File: config.mk
export PLATFORM = sky130hd
export DESIGN_NAME = uart_tx_sched
export DESIGN_NICKNAME = d
export VERILOG_FILES = /design/src/rtl/uart_tx_sched_pkg.sv /design/src/rtl/uart_tx_frm.sv /design/src/rtl/uart_tx_sched.sv
export SDC_FILE = /design/constraint.sdc
export NUM_CORES = 1
export LEC_CHECK = 0
export CORE_ASPECT_RATIO = 1.5
export CORE_MARGIN = 2
export CORE_UTILIZATION = 35
export CTS_BUF_LIST = sky130_fd_sc_hd__clkbuf_4 sky130_fd_sc_hd__clkbuf_8 sky130_fd_sc_hd__clkbuf_16
export CTS_CLUSTER_DIAMETER = 120
export DETAILED_ROUTE_END_ITERATION = 7
export HOLD_SLACK_MARGIN = 0.03
export PLACE_DENSITY_LB_ADDON = 0.15
export SLEW_MARGIN = 20
export SYNTH_ARGS = -nofsm -noshare
export SYNTH_HDL_FRONTEND = slang
export SYNTH_HIERARCHICAL = 1
export SYNTH_SLANG_ARGS = --single-unit
File: constraint.sdc
create_clock -name clk_sys -period 10.2 [get_ports clk_sys]
set_clock_uncertainty 0.2 [all_clocks]
set_input_delay 3.06 -clock clk_sys [delete_from_list [all_inputs] [get_ports clk_sys]]
set_output_delay 3.06 -clock clk_sys [all_outputs]
set_load 0.01 [all_outputs]
File: src/rtl/uart_tx_sched_pkg.sv
// Shared definitions for the UART transmit scheduler and its frame serializer.
package uart_pkg;

    typedef enum logic [2:0] {
        IDLE,
        START,
        DATA,
        PARITY,
        STOP,
        GAP
    } uart_state_e;

    localparam int unsigned FRAME_BITS = 11;
    localparam int unsigned DATA_BITS  = 8;

    function automatic logic parity(input logic [DATA_BITS-1:0] d);
        return ^d;
    endfunction

endpackage

File: src/rtl/uart_tx_frm.sv
// Frame serializer: start, 8 data bits MSB first, XOR parity, stop, then GAP_BITS idle periods.
module uart_tx_frm
    import uart_pkg::*;
#(
    parameter int unsigned CLK_DIV  = 868,
    parameter int unsigned GAP_BITS = 1
) (
    input  logic       clk_sys,
    input  logic       rst_sys,
    input  logic       ld,
    input  logic [7:0] ld_data,
    output logic       uart_tx,
    output logic       rdy
);

    localparam int unsigned BW = $clog2(CLK_DIV);

    uart_state_e   state_q, state_d;
    logic [BW-1:0] baud_q, baud_d;
    logic [2:0]    bit_q, bit_d;
    logic [7:0]    sh_q, sh_d;
    logic          par_q, par_d;
    logic          tick;
    logic          done;

    always_ff @(posedge clk_sys) begin
        if (rst_sys) begin
            state_q <= IDLE;
            baud_q  <= '0;
            bit_q   <= '0;
            sh_q    <= '0;
            par_q   <= 1'b0;
        end else begin
            state_q <= state_d;
            baud_q  <= baud_d;
            bit_q   <= bit_d;
            sh_q    <= sh_d;
            par_q   <= par_d;
        end
    end

    assign tick = (baud_q == BW'(CLK_DIV - 1));
    // The final bit period also accepts a load so back-to-back frames need no idle cycle.
    assign done = tick && ((state_q == STOP && GAP_BITS == 0) || (state_q == GAP && bit_q == '0));
    assign rdy  = (state_q == IDLE) || done;

    always_comb begin
        state_d = state_q;
        baud_d  = baud_q;
        bit_d   = bit_q;
        sh_d    = sh_q;
        par_d   = par_q;
        if (state_q != IDLE) begin
            if (tick) begin
                baud_d = '0;
                case (state_q)
                    START: begin
                        state_d = DATA;
                        bit_d   = 3'(DATA_BITS - 1);
                    end
                    DATA: begin
                        if (bit_q == '0) state_d = PARITY;
                        else             bit_d   = bit_q - 3'd1;
                    end
                    PARITY: state_d = STOP;
                    STOP: begin
                        if (GAP_BITS == 0) begin
                            state_d = IDLE;
                        end else begin
                            state_d = GAP;
                            bit_d   = 3'(GAP_BITS - 1);
                        end
                    end
                    GAP: begin
                        if (bit_q == '0) state_d = IDLE;
                        else             bit_d   = bit_q - 3'd1;
                    end
                    default: state_d = IDLE;
                endcase
            end else begin
                baud_d = baud_q + BW'(1);
            end
        end
        if (ld && rdy) begin
            state_d = START;
            baud_d  = '0;
            sh_d    = ld_data;
            par_d   = parity(ld_data);
        end
    end

    always_comb begin
        uart_tx = 1'b1;
        case (state_q)
            START:   uart_tx = 1'b0;
            DATA:    uart_tx = sh_q[bit_q];
            PARITY:  uart_tx = par_q;
            default: uart_tx = 1'b1;
        endcase
    end

endmodule

File: src/rtl/uart_tx_sched.sv
// Round-robin scheduler sharing one UART transmit line among NREQ byte requesters.
module uart_tx_sched
    import uart_pkg::*;
#(
    parameter int unsigned NREQ     = 4,
    parameter int unsigned CLK_DIV  = 868,
    parameter int unsigned GAP_BITS = 1
) (
    input  logic              clk_sys,
    input  logic              rst_sys,
    input  logic [NREQ-1:0]   req,
    input  logic [NREQ*8-1:0] req_data,
    output logic [NREQ-1:0]   gnt,
    output logic              uart_tx,
    output logic              busy,
    output logic [2:0]        cur_id
);

    localparam logic [NREQ-1:0] ONE = {{(NREQ-1){1'b0}}, 1'b1};

    logic [NREQ-1:0] gnt_q, gnt_d;
    logic [2:0]      last_q, last_d;
    logic [2:0]      cur_q, cur_d;
    logic            busy_q, busy_d;
    logic [2:0]      win;
    logic            found;
    int unsigned     idx;
    logic            rdy;
    logic            ld;
    logic [7:0]      ld_data;

    // Search last+1, last+2, ... modulo NREQ; the first pending requester wins.
    always_comb begin
        win   = last_q;
        found = 1'b0;
        idx   = 0;
        for (int unsigned i = 1; i <= NREQ; i++) begin
            idx = (32'(last_q) + i) % NREQ;
            if (!found && 1'(req >> idx)) begin
                found = 1'b1;
                win   = 3'(idx);
            end
        end
    end

    assign ld      = rdy & (|req);
    assign ld_data = 8'(req_data >> {win, 3'b000});

    always_comb begin
        gnt_d  = ld ? (ONE << win) : '0;
        last_d = ld ? win : last_q;
        cur_d  = ld ? win : cur_q;
        busy_d = rdy ? ld : busy_q;
    end

    always_ff @(posedge clk_sys) begin
        if (rst_sys) begin
            gnt_q  <= '0;
            last_q <= 3'(NREQ - 1);
            cur_q  <= '0;
            busy_q <= 1'b0;
        end else begin
            gnt_q  <= gnt_d;
            last_q <= last_d;
            cur_q  <= cur_d;
            busy_q <= busy_d;
        end
    end

    uart_tx_frm #(
        .CLK_DIV  (CLK_DIV),
        .GAP_BITS (GAP_BITS)
    ) u_frm (
        .clk_sys (clk_sys),
        .rst_sys (rst_sys),
        .ld      (ld),
        .ld_data (ld_data),
        .uart_tx (uart_tx),
        .rdy     (rdy)
    );

    assign gnt    = gnt_q;
    assign cur_id = cur_q;
    assign busy   = busy_q;

endmodule

# Yosys cells after proc, flatten, opt, wreduce, memory -nomap -nowiden
# Cells that the tools add are included.
# word_totals
register_bits,36
latch_bits,0
ram_bits,0
romBits,0
in_bits,38
out_inout_bits,9
mem_count,0
# op_classes
n_addsub,6
n_mul,0
div,0
magnitude_cmp,1
n_eq_ne,11
n_shift,6
muxes,19
bitwise,2
reduce_logical,24
# ops
operator,count
right shift 32 x 6 -> 8 bit,1
two-way mux 3 bit,7
right shift 4 x 2 -> 1 bit,4
one-hot mux 3 bit (5 select lines),1
AND reduction 4 bit,3
adder 10 x 1 -> 10 bit (second input constant),1
equality test 10 bit (second input constant),1
two-way mux 10 bit,1
one-hot mux 3 bit (3 select lines),1
parity 8 bit,1
two-way mux 1 bit,7
equality test 3 x 2 -> 1 bit (second input constant),2
equality test 3 bit (second input constant),2
logical AND 1 bit,6
zero test 3 bit,2
nonzero test 3 bit,2
OR reduction 2 bit,3
adder 2 x 1 -> 2 bit (second input constant),2
adder 2 bit (second input constant),2
less-than comparator 3 x 4 -> 1 bit (second input constant),1
!= test 2 bit (second input constant),2
nonzero test 2 bit,2
OR reduction 4 bit,1
<< shifter 1 x 3 -> 4 bit (first input constant),1
11 further kinds,13

# Depth between registers and ports, before layout
# Gate-level depths: netlist of the first run.
# depth
ltp_word,14
mapped_depth,11

# Cells and area by module
# The synthesis of the first run kept the hierarchy.
# modules_own_cells
module,n_inst,cells_each,area_per_inst_um2
uart_tx_frm,1,173,1519.0
uart_tx_sched,1,74,755.7

# Least setup slack after synthesis of the first run
# Ideal clock, no wire load.
# synth_path
path_kind,input to register
from,input req[0]
to,register u_frm.par_q
setup_ns,0.115
t_arrival_ns,5.090
required_ns,9.885
path_slack_ns,4.796
cell_stages,10
path_cell_list,o21ai_0 -> o21ai_1 -> a211o_4 -> buf_6 -> mux4_2 -> and2_1 -> xnor2_1 -> xnor2_1 -> xnor2_1 -> a2111oi_0
# synth_between
elab_chain_len,13
word_cells_on_any_way,22
cone_classes,shift (5); mux (7); bitwise (1); reduce/logical (9)
# synth_rtl
element,line,rtl
from (decl),uart_tx_sched.sv:11,"input logic [NREQ-1:0] req,"
right shift 4 x 2 -> 1 bit,uart_tx_sched.sv:39,if (!found && 1'(req >> idx)) begin
two-way mux 1 bit,uart_tx_sched.sv:39,
zero test 1 bit,uart_tx_sched.sv:39,
logical AND 1 bit,uart_tx_sched.sv:39,
two-way mux 1 bit,uart_tx_sched.sv:39,
zero test 1 bit,uart_tx_sched.sv:39,
logical AND 1 bit,uart_tx_sched.sv:39,
two-way mux 1 bit,uart_tx_sched.sv:39,
zero test 1 bit,uart_tx_sched.sv:39,
logical AND 1 bit,uart_tx_sched.sv:39,
two-way mux 3 bit *,uart_tx_sched.sv:39,
right shift 32 x 6 -> 8 bit *,uart_tx_sched.sv:47,"assign ld_data = 8'(req_data >> {win, 3'b000});"
net ld_data[3],uart_tx_sched.sv:30,logic [7:0] ld_data;
parity 8 bit *,uart_tx_sched_pkg.sv:17,return ^d;
to (signal assigned),uart_tx_frm.sv:38,par_q <= par_d;
to (decl),uart_tx_frm.sv:22,"logic par_q, par_d;"
# Mark *: on every way through the listed nets, which the timed path passes. The rest lies on a longest branch.
# A chain may end at the register's enable or synchronous reset.

# Final worst setup path of the first run
# layout_path
from,input req[3]
to,register u_frm.par_q
# Same word-level chain as after synthesis.

==> metrics.yaml, run 1 <==
power:
  p_seq_share_pct: 39.0
  leakage_nw: 0.993
  power_switching_uw: 120
  share_clk_of_total_power_pct: 28.9
  p_total_uw: 420
  comb_power_share_pct: 32.1
  swShare_pct: 28.5
  vdd_drop_max_v: 0.0000569
  power.internal_uw: 300
  power_density_nw_per_um2: 146
finish:
  post_route_cells_drive_above_1_share_pct: 8.74
  nNetsFinal: 327
  layout-area-overhead-vs-synth_pct: 26.2
  antenna_cells_inserted: 0
  layout.filler_cells: 611
synthesis:
  synth.ff_latch_count: 35
  yosys.cell_types.count: 56
  yosysWarnings: 6
  synth_seq_area_share_pct: 30.8
  async_reset_ff_share_pct: 0
  synthFlopType: "dfxtp_1"
  synth_enable_flop_cells: 0
  postSynthCellCount: 247
  synth.cell_area_um2: 2270
  syn_avg_cell_area_um2: 9.21
  mappedNetlistNets: 288
clocking:
  clockBufferDepth: 2
  tritoncts: "yes"
  cts-hold-fix-buffers: 0
  cts-buffers-inserted: 5
  cts_htree_levels: 2
  cts_setup_buffers: 0
  clockRootBuffer: "clkbuf_8"
  clock_sinks: 35
  insertion_delay_ns: 0.28
  clk_pin_slew_worst_paths_ns: 0.07
  ctsResizeCount: 0
worst_setup_path:
  worst-path-max-fanout: 13
  worstPathArrival_ns: 6.07
  timing.critical_path.to_type: "register"
  crit_path_start_kind: "input pin"
  critPathKind: "input pin to register"
  worstPathRequired_ns: 10.16
floorplanning:
  die-width_um: 69.8
  design.portCount: 47
  coreArea_um2: 6400
  floorplan.initialDensity_pct: 35.6
  placementRows: 36
  dieArea_um2: 7170
  dieHeight_um: 103
timing:
  finalCritPeriodShare_pct: 59.8
  min_period_ns: 6.10
  setup-tns-final_ns: 0
  worst_slack_ns: 4.10
  setup_viol_count_final: 0
  fmax_ghz: 0.164
  rsz_0062_raised_after_global_routing: "false"
  slew-limit-headroom_pct: 38.7
  drv_slew: 0
  tightest_slew_ns: 0.920
  report.final.hold_viol_count: 0
global_routing:
  global_route.usage.total_pct: 14.1
  grt_pass1_vias: 1859
  grt_max_degree: 36
  grt_overflow: 0
  grt_first_pass_wirelength_um: 8200
  antenna_found_initial: 0
placed_design:
  detailed_place_hpwl_um: 3750
  final_estimated_routing_congestion_in_global_placement: 0.777
  place_ws_ns: 3.78
  numPortBuffers: 46
routing:
  drtAntennaViolNets: 0
  vias_per_cell: 5.44
  drt_first_iter_violations: 123
  via_total_after_detailed_routing: 1969
  drt-pass1-iter-count: 4
  wire_length_per_cell_after_detailed_routing_um: 13.5
  route.detailed.drc: 0
  finalWirelength_um: 4870
outcome:
  status: "finished clean"
min_path:
  worstHoldPathType: "register to register"
run:
  drv.max_cap_violation_count: 0
## critical path, cell delays in order
cell	delay [ns]
clkdlybuf4s50_1	0.54
or2b_1	0.21
a21oi_1	0.07
a311oi_2	0.80
mux4_1	0.39
and2_1	0.19
xnor2_1	0.20
xnor2_1	0.16
xnor2_1	0.09
a2111oi_0	0.36
## power by group through the flow
stage	Sequential, mW	Combinational [mW]	Clock, mW
3_5_place_dp	0.167	0.137	0
2_1_floorplan	0.161	0.107	0
4_1_cts	0.164	0.138	0.126
5_1_grt	0.166	0.148	0.130
6_report	0.164	0.135	0.121
3_3_place_gp	0.167	0.135	0
## stage by stage
| stage | instance area (µm²) | hold WS, ns | instances | util [%] |
|---|---|---|---|---|
| 2_1_floorplan | 2270 | 0.245 | 247 | - |
| 3_3_place_gp | 2760 | 0.262 | 355 | 43.2 |
| 3_5_place_dp | 2760 | 0.261 | 355 | 43.2 |
| 4_1_cts | 2870 | 0.280 | 362 | 44.9 |
| 5_1_grt | 2870 | 0.288 | 362 | 44.9 |
| 6_report | 2870 | 0.278 | 362 | 44.9 |
## final cells by class
type	instances	area [µm²]	share of cell area, %
multi-input combinational	191	1480	51.5
sequential	35	701	24.4
timing repair buffer	47	468	16.3
tap	76	95.1	3.31
clock buffer	5	68.8	2.40
clock inverter	2	37.5	1.31
inverter	6	22.5	0.785
## logic make-up (layout without fill, tap and decap cells)
group	count (synthesis)	after routing	synth area share, %
AO/OA/AOI/OAI	48	48	14.7
XOR/XNOR	18	18	6.93
adder cells (fa/ha/maj)	3	3	1.65
buffers and inverters	21	60	4.23
flip-flops	35	35	30.8
multiplexers	21	21	15.4
AND/OR/NAND/NOR	101	101	26.3
## synthesized netlist by cell type (all sizes together), types with 3 or more instances
cell / n / area share (%)
and2: 9 / 2.5
nand2: 10 / 1.8
ha: 3 / 1.7
clkbuf: 6 / 1.0
inv: 6 / 0.99
o21ai: 7 / 1.5
xor2: 4 / 1.5
nand2b: 21 / 5.8
xnor2: 14 / 5.4
a21oi: 18 / 4.0
dfxtp: 35 / 31
o221ai: 3 / 1.2
nor2: 20 / 3.3
buf: 9 / 2.2
nand4: 5 / 1.4
nor3: 8 / 2.0
and3: 3 / 0.83
nand3: 4 / 0.88
a211oi: 4 / 1.5
mux2i: 11 / 4.8
mux4: 10 / 11
o31ai: 3 / 0.99
nor4: 3 / 0.83
## path summary, 6_finish.rpt
path                 start            end  slack (ns)  cells after the start
min reg2reg  u_frm/sh_q[2]  u_frm/sh_q[2]        0.28                      2
max reg2reg      last_q[1]    u_frm/par_q        6.86                      9
min          u_frm/sh_q[2]  u_frm/sh_q[2]        0.28                      2
max                 req[3]    u_frm/par_q        4.10                     10
## routing by layer
| layer | track usage, % | wire length (µm) | vias up |
|---|---|---|---|
| met3 | 2.35 | 161 | 6 |
| met4 | 5.92 | 87 | 0 |
| li1 | - | - | 985 |
| met2 | 26.8 | 2660 | 46 |
| met5 | 0 | 0 | - |
| met1 | 15.4 | 1970 | 932 |
## cell usage in the layout, fill, tap and decap left out, types with 2 or more instances in the layout
cell type	n
o31ai_1	3
and3_1	3
nor2_1	20
and4_2	2
clkbuf_8	5
mux4_1	4
a21oi_1	18
ha_1	3
nand3_1	4
a21boi_0	2
dfxtp_1	35
o21ai_0	6
or4_1	2
and2_1	9
nor4_1	3
nand4_1	5
a211oi_1	3
nand2b_1	21
nor3_1	7
mux2i_1	11
xor2_1	4
mux4_2	6
clkdlybuf4s50_1	46
and3b_1	2
a31oi_1	2
inv_1	6
o221ai_1	3
xnor2_1	14
nand2_1	9
nor2b_1	2
## registers in the layout, summed over array words and instances, names as in the netlist
register	flops
u_frm/bit_q	3
u_frm/state_q	3
last_q	3
busy	1
gnt	4
u_frm/par_q	1
u_frm/sh_q	8
cur_id	2
u_frm/baud_q	10
(Power assumes the default switching activity.)
==> inputs of run 2 (changes only) <==
==> constraint.sdc (replaced) <==
create_clock -name clk_sys -period 6.31 [get_ports clk_sys]
set_clock_uncertainty 0.2 [all_clocks]
set_input_delay 1.893 -clock clk_sys [delete_from_list [all_inputs] [get_ports clk_sys]]
set_output_delay 1.893 -clock clk_sys [all_outputs]
set_load 0.01 [all_outputs]
==> metrics.yaml, run 2 (synthesis results as in run 1) <==
routing:
  route.detailed.drc: 0  # unchanged
  via_total_after_detailed_routing: 1935  # -1.7%
  drt_first_iter_violations: 123  # unchanged
  drtAntennaViolNets: 0  # unchanged
  vias_per_cell: 5.35  # -1.7%
  drt-pass1-iter-count: 4  # unchanged
  wire_length_per_cell_after_detailed_routing_um: 13.7  # +2.1%
  finalWirelength_um: 4970  # +2.1%
timing:
  final.hold.worst_slack_ns: 0.275  # -0.00308 ns
  fmax_ghz: 0.201
  rsz_0062_raised_after_global_routing: "false"
  finalCritPeriodShare_pct: 78.7
  min_period_ns: 4.96
  drv_slew: 0  # unchanged
  worst_slack_ns: 1.35  # -2.75 ns
  report.final.hold_viol_count: 0  # unchanged
  setup_viol_count_final: 0  # unchanged
  tightest_slew_ns: 0.923  # +0.00241 ns
  slew-limit-headroom_pct: 38.5  # -0.16 points
  setup-tns-final_ns: 0  # unchanged
clocking:
  clockBufferDepth: 2  # unchanged
  cts-buffers-inserted: 5  # unchanged
  clockRootBuffer: "clkbuf_8"
  ctsResizeCount: 0  # unchanged
  clock_sinks: 35  # unchanged
  clk_pin_slew_worst_paths_ns: 0.07  # about the same
  insertion_delay_ns: 0.28  # about the same
  cts_htree_levels: 2  # unchanged
  tritoncts: "yes"
  cts_setup_buffers: 0  # unchanged
  cts-hold-fix-buffers: 0  # unchanged
power:
  leakage_nw: 0.987  # -0.63%
  power_density_nw_per_um2: 225  # +54%
  vdd_drop_max_v: 0.000110  # +94%
  p_total_uw: 640  # +53%
worst_setup_path:
  worst-path-max-fanout: 13  # unchanged
  r2r-start: "last_q[1]"
  worst_r2r_endpoint: "u_frm/par_q"
  timing.critical_path.depth: 10  # unchanged
  critical_path_cell_with_the_highest_stage_delay: "a311oi_2"
  worstPathArrival_ns: 4.93  # -1.14 ns
  reg2reg_slack_ns: 2.93  # -3.93 ns
  timing.reg2reg.worst_path_depth: 9  # unchanged
  worstPathCellList: "clkdlybuf4s50_1, or2b_1, a21oi_1, a311oi_2, mux4_1, and2_1, xnor2_1, xnor2_1, xnor2_1, a2111oi_0"
  worstPathRequired_ns: 6.27  # -3.89 ns
  critical-path-top-cell-by-count: "xnor2_1"
  crit_path_start_kind: "input pin"
  worst-path-buf-inv: 1  # unchanged
  critPathKind: "input pin to register"
  timing.critical_path.to_type: "register"
  critical-path-max-stage-delay_ns: 0.80  # about the same
  timing.critical_path.max_delay_family: "compound AO/OA/AOI/OAI gates"
min_path:
  hold_end: "u_frm/sh_q[2]"
  min_from: "u_frm/sh_q[2]"
  worstHoldPathType: "register to register"
  hold_depth: 2  # unchanged
finish:
  nNetsFinal: 327  # unchanged
  layout.cells.most_common: "clkdlybuf4s50_1"
  post_route_cells_drive_above_1_share_pct: 8.74  # unchanged
  largest_register_ff_count: 10  # unchanged
  top_register: "u_frm/baud_q"
  top_library_cells_by_usage_in_the_layout_fill_and_taps_aside: "clkdlybuf4s50_1 (46), dfxtp_1 (35), nand2b_1 (21)"
  layout-area-overhead-vs-synth_pct: 25.1
  postLayoutCellArea_um2: 2850  # -0.83%
  antenna_cells_inserted: 0  # unchanged
run:
  drv.max_cap_violation_count: 0  # unchanged
placed_design:
  detailed_place_hpwl_um: 3780  # +0.88%
  place_ws_ns: 1.05  # -2.72 ns
  final_estimated_routing_congestion_in_global_placement: 0.777  # unchanged
  place_area_um2: 2760  # unchanged
  numPortBuffers: 46  # unchanged
global_routing:
  grt_first_pass_wirelength_um: 8380  # +2.2%
  grt_pass1_vias: 1877  # +0.97%
  antenna_found_initial: 0  # unchanged
  grt_max_degree: 36  # unchanged
  grt_overflow: 0  # unchanged
  global_route.usage.total_pct: 14.2  # +0.12 points
floorplanning:
  coreArea_um2: 6400  # unchanged
  floorplan.initialDensity_pct: 35.6  # unchanged
  dieHeight_um: 103  # unchanged
  design.portCount: 47  # unchanged
  die-width_um: 69.8  # unchanged
  dieArea_um2: 7170  # unchanged
  placementRows: 36  # unchanged
outcome:
  status: "finished clean"
[run 2: where the power goes]
part           total, mW  leakage [nW]  internal (mW)  switching (mW)
logic              0.218         0.657          0.126          0.0923
clock network      0.157        0.0440         0.0755          0.0815
registers          0.265         0.286          0.244          0.0216
total              0.640         0.987          0.445           0.195
[run 2: worst register-to-register path, stage by stage (launching register included)]
cell and delay [ns]:
dfxtp_1 0.62, or2b_1 0.17, a21oi_1 0.07, a311oi_2 0.80
mux4_1 0.39, and2_1 0.19, xnor2_1 0.20, xnor2_1 0.16
xnor2_1 0.09, a2111oi_0 0.37
[run 2: worst max path at each step]
| stage | start | end |
|---|---|---|
| global route | req[0] | u_frm/par_q |
| finish | req[3] | u_frm/par_q |
| detailed placement | req[3] | u_frm/par_q |
| floorplan | req[0] | u_frm/par_q |
| CTS | req[3] | u_frm/par_q |
| global placement | req[3] | u_frm/par_q |
[run 2: per-stage QoR]
step,instances,utilization [%]
floorplan,247,-
global placement,355,43.2
detailed placement,355,43.2
CTS,362,44.5
global route,362,44.5
finish,362,44.5
[run 2: cell type report]
type | instances | area, µm²
Fill cell | 634 | 3550
Inverter | 6 | 22.5
Clock buffer | 5 | 68.8
Multi-Input combinational cell | 191 | 1480
Timing Repair Buffer | 47 | 468
Clock inverter | 2 | 13.8
Sequential cell | 35 | 701
Tap cell | 76 | 95.1
[run 2: layer usage]
metal / part of all wire [%] / vias to the layer above / track usage (%)
met5: 0 / - / 0
met4: 1.2 / 0 / 5.92
met3: 4.0 / 4 / 1.86
met2: 53 / 54 / 26.7
met1: 41 / 899 / 16.1
li1: - / 978 / -
==> inputs of run 3 (changes only) <==
==> constraint.sdc (replaced) <==
create_clock -name clk_sys -period 4 [get_ports clk_sys]
set_clock_uncertainty 0.2 [all_clocks]
set_input_delay 1.2 -clock clk_sys [delete_from_list [all_inputs] [get_ports clk_sys]]
set_output_delay 1.2 -clock clk_sys [all_outputs]
set_load 0.01 [all_outputs]
==> metrics.yaml, run 3 (synthesis results as in run 1) <==
timing:
  drv_slew: 0  # unchanged
  finalCritPeriodShare_pct: 96.2
  slew-limit-headroom_pct: 59.5  # +21 points
  tightest_slew_ns: 0.605  # -0.318 ns
  report.final.hold_viol_count: 0  # unchanged
  rsz_0062_raised_after_global_routing: "false"
  setup_viol_count_final: 0  # unchanged
  min_period_ns: 3.85
  final.hold.worst_slack_ns: 0.275  # -0.000335 ns
  fmax_ghz: 0.260
  worst_slack_ns: 0.150  # -1.20 ns
power:
  p_total_mw: 1.09  # +71%
  power_density_nw_per_um2: 360  # +60%
  vdd_drop_max_v: 0.000169  # +53%
  leakage_nw: 1.10  # +12%
floorplanning:
  design.portCount: 47  # unchanged
  dieHeight_um: 103  # unchanged
  dieArea_um2: 7170  # unchanged
  placementRows: 36  # unchanged
  coreArea_um2: 6400  # unchanged
  die-width_um: 69.8  # unchanged
  floorplan.initialDensity_pct: 35.6  # unchanged
placed_design:
  numPortBuffers: 46  # unchanged
  place_ws_ns: -0.244  # -1.30 ns
  detailed_place_hpwl_um: 3820  # +1.1%
  final_estimated_routing_congestion_in_global_placement: 0.755  # -2.9%
routing:
  wire_length_per_cell_after_detailed_routing_um: 13.0  # -5.3%
  finalWirelength_um: 4980  # +0.18%
  drt-pass1-iter-count: 4  # unchanged
  drtAntennaViolNets: 0  # unchanged
  drt_first_iter_violations: 84  # -32%
  route.detailed.drc: 0  # unchanged
  vias_per_cell: 5.17  # -3.2%
  via_total_after_detailed_routing: 1982  # +2.4%
global_routing:
  grt_overflow: 0  # unchanged
  grt_first_pass_wirelength_um: 8650  # +3.2%
  grt_pass1_vias: 1997  # +6.4%
  global_route.usage.total_pct: 15.0  # +0.80 points
  grt_max_degree: 36  # unchanged
  antenna_found_initial: 0  # unchanged
worst_setup_path:
  critical-path-max-stage-delay_ns: 0.47  # -0.33 ns
  worstPathRequired_ns: 3.97  # -2.30 ns
  worstPathCellList: "clkdlybuf4s50_1, o21ai_0, o21ai_1, a211o_4, mux4_1, and2_1, xnor2_1, xnor2_1, xnor2_1, a2111oi_0"
  critical_path_cell_with_the_highest_stage_delay: "clkdlybuf4s50_1"
  timing.critical_path.to_type: "register"
  critical-path-top-cell-by-count: "xnor2_1"
  crit_path_start_kind: "input pin"
  critPathKind: "input pin to register"
  worstPathArrival_ns: 3.82  # -1.11 ns
  worst-path-max-fanout: 9  # -4
clocking:
  cts_setup_buffers: 0  # unchanged
  cts_htree_levels: 2  # unchanged
  clockRootBuffer: "clkbuf_8"
  clk_pin_slew_worst_paths_ns: 0.07  # about the same
  tritoncts: "yes"
  insertion_delay_ns: 0.30  # +0.02 ns
  cts-buffers-inserted: 5  # unchanged
  cts-hold-fix-buffers: 0  # unchanged
  clockBufferDepth: 2  # unchanged
  clock_sinks: 35  # unchanged
finish:
  post_route_cells_drive_above_1_share_pct: 15.3  # +6.6 points
  top_register: "u_frm/baud_q"
  layout.cells.most_common: "clkdlybuf4s50_1"
  layout.filler_cells: 633  # -0.16%
  nNetsFinal: 347  # +6.1%
  antenna_cells_inserted: 0  # unchanged
  regArea_um2: 701  # unchanged
  layout-area-overhead-vs-synth_pct: 33.3
  largest_register_ff_count: 10  # unchanged
  multi_input_comb_area_um2: 1480  # +0.34%
  top_library_cells_by_usage_in_the_layout_fill_and_taps_aside: "clkdlybuf4s50_1 (45), dfxtp_1 (35), nand2b_1 (21)"
outcome:
  status: "finished clean"
run:
  drv.max_cap_violation_count: 0  # unchanged
min_path:
  worstHoldPathType: "register to register"
-- run 3: area by class of cell --
type                       count  share of cell area [%]
timing repair buffer          67                    20.9
multi-input combinational    191                    48.9
sequential                    35                    23.1
inverter                       6                   0.743
clock buffer                   6                    2.72
tap                           76                    3.14
clock inverter                 2                   0.536
-- run 3: path summary, 6_finish.rpt --
path | from | to | slack, ns | cells past startpoint
worst max-delay path | req[1] | u_frm/par_q | 0.15 | 10
worst min-delay path | u_frm/sh_q[4] | u_frm/sh_q[4] | 0.27 | 2
worst max register to register | last_q[1] | u_frm/par_q | 0.94 | 9
worst min register to register | u_frm/sh_q[4] | u_frm/sh_q[4] | 0.27 | 2
-- run 3: per-layer routing --
metal  GRT usage (%)  share of wire, %  up-vias
met5               0                 0        -
met4            7.69               2.6        0
met3            2.54               3.5        9
met2            27.5                52       54
met1            16.6                42      899
li1                -                 -     1020
-- run 3: through the flow --
step                      utilization [%]  TNS, ns  cell area, µm²  instances
after CTS                            47.3        0            3030        383
after global placement               45.8   -0.169            2930        375
after detailed placement             45.8   -0.244            2930        375
final                                47.4        0            3030        383
after global routing                 47.4        0            3030        383
after floorplan                         -        0            2270        247
-- run 3: repair_timing --
item / 4_1_cts / 5_1_grt
setup endpoints to repair: 0 / 1
endpoints found under the hold margin: 0 / 0
gates resized for setup: 0 / 2
-- run 3: critical path, delay by kind of cell --
kind            cells  cell delay (ns)
simple gates        1             0.19
compound gates      4             1.06
mux                 1             0.45
xor+xnor            3             0.46
buf+inv             1             0.47
-- run 3: power by group --
| part | leakage, nW | switching (mW) | internal (mW) |
|---|---|---|---|
| Clock | 0.0474 | 0.141 | 0.141 |
| Sequential | 0.286 | 0.0274 | 0.384 |
| Combinational | 0.769 | 0.161 | 0.238 |
| Total | 1.10 | 0.330 | 0.763 |
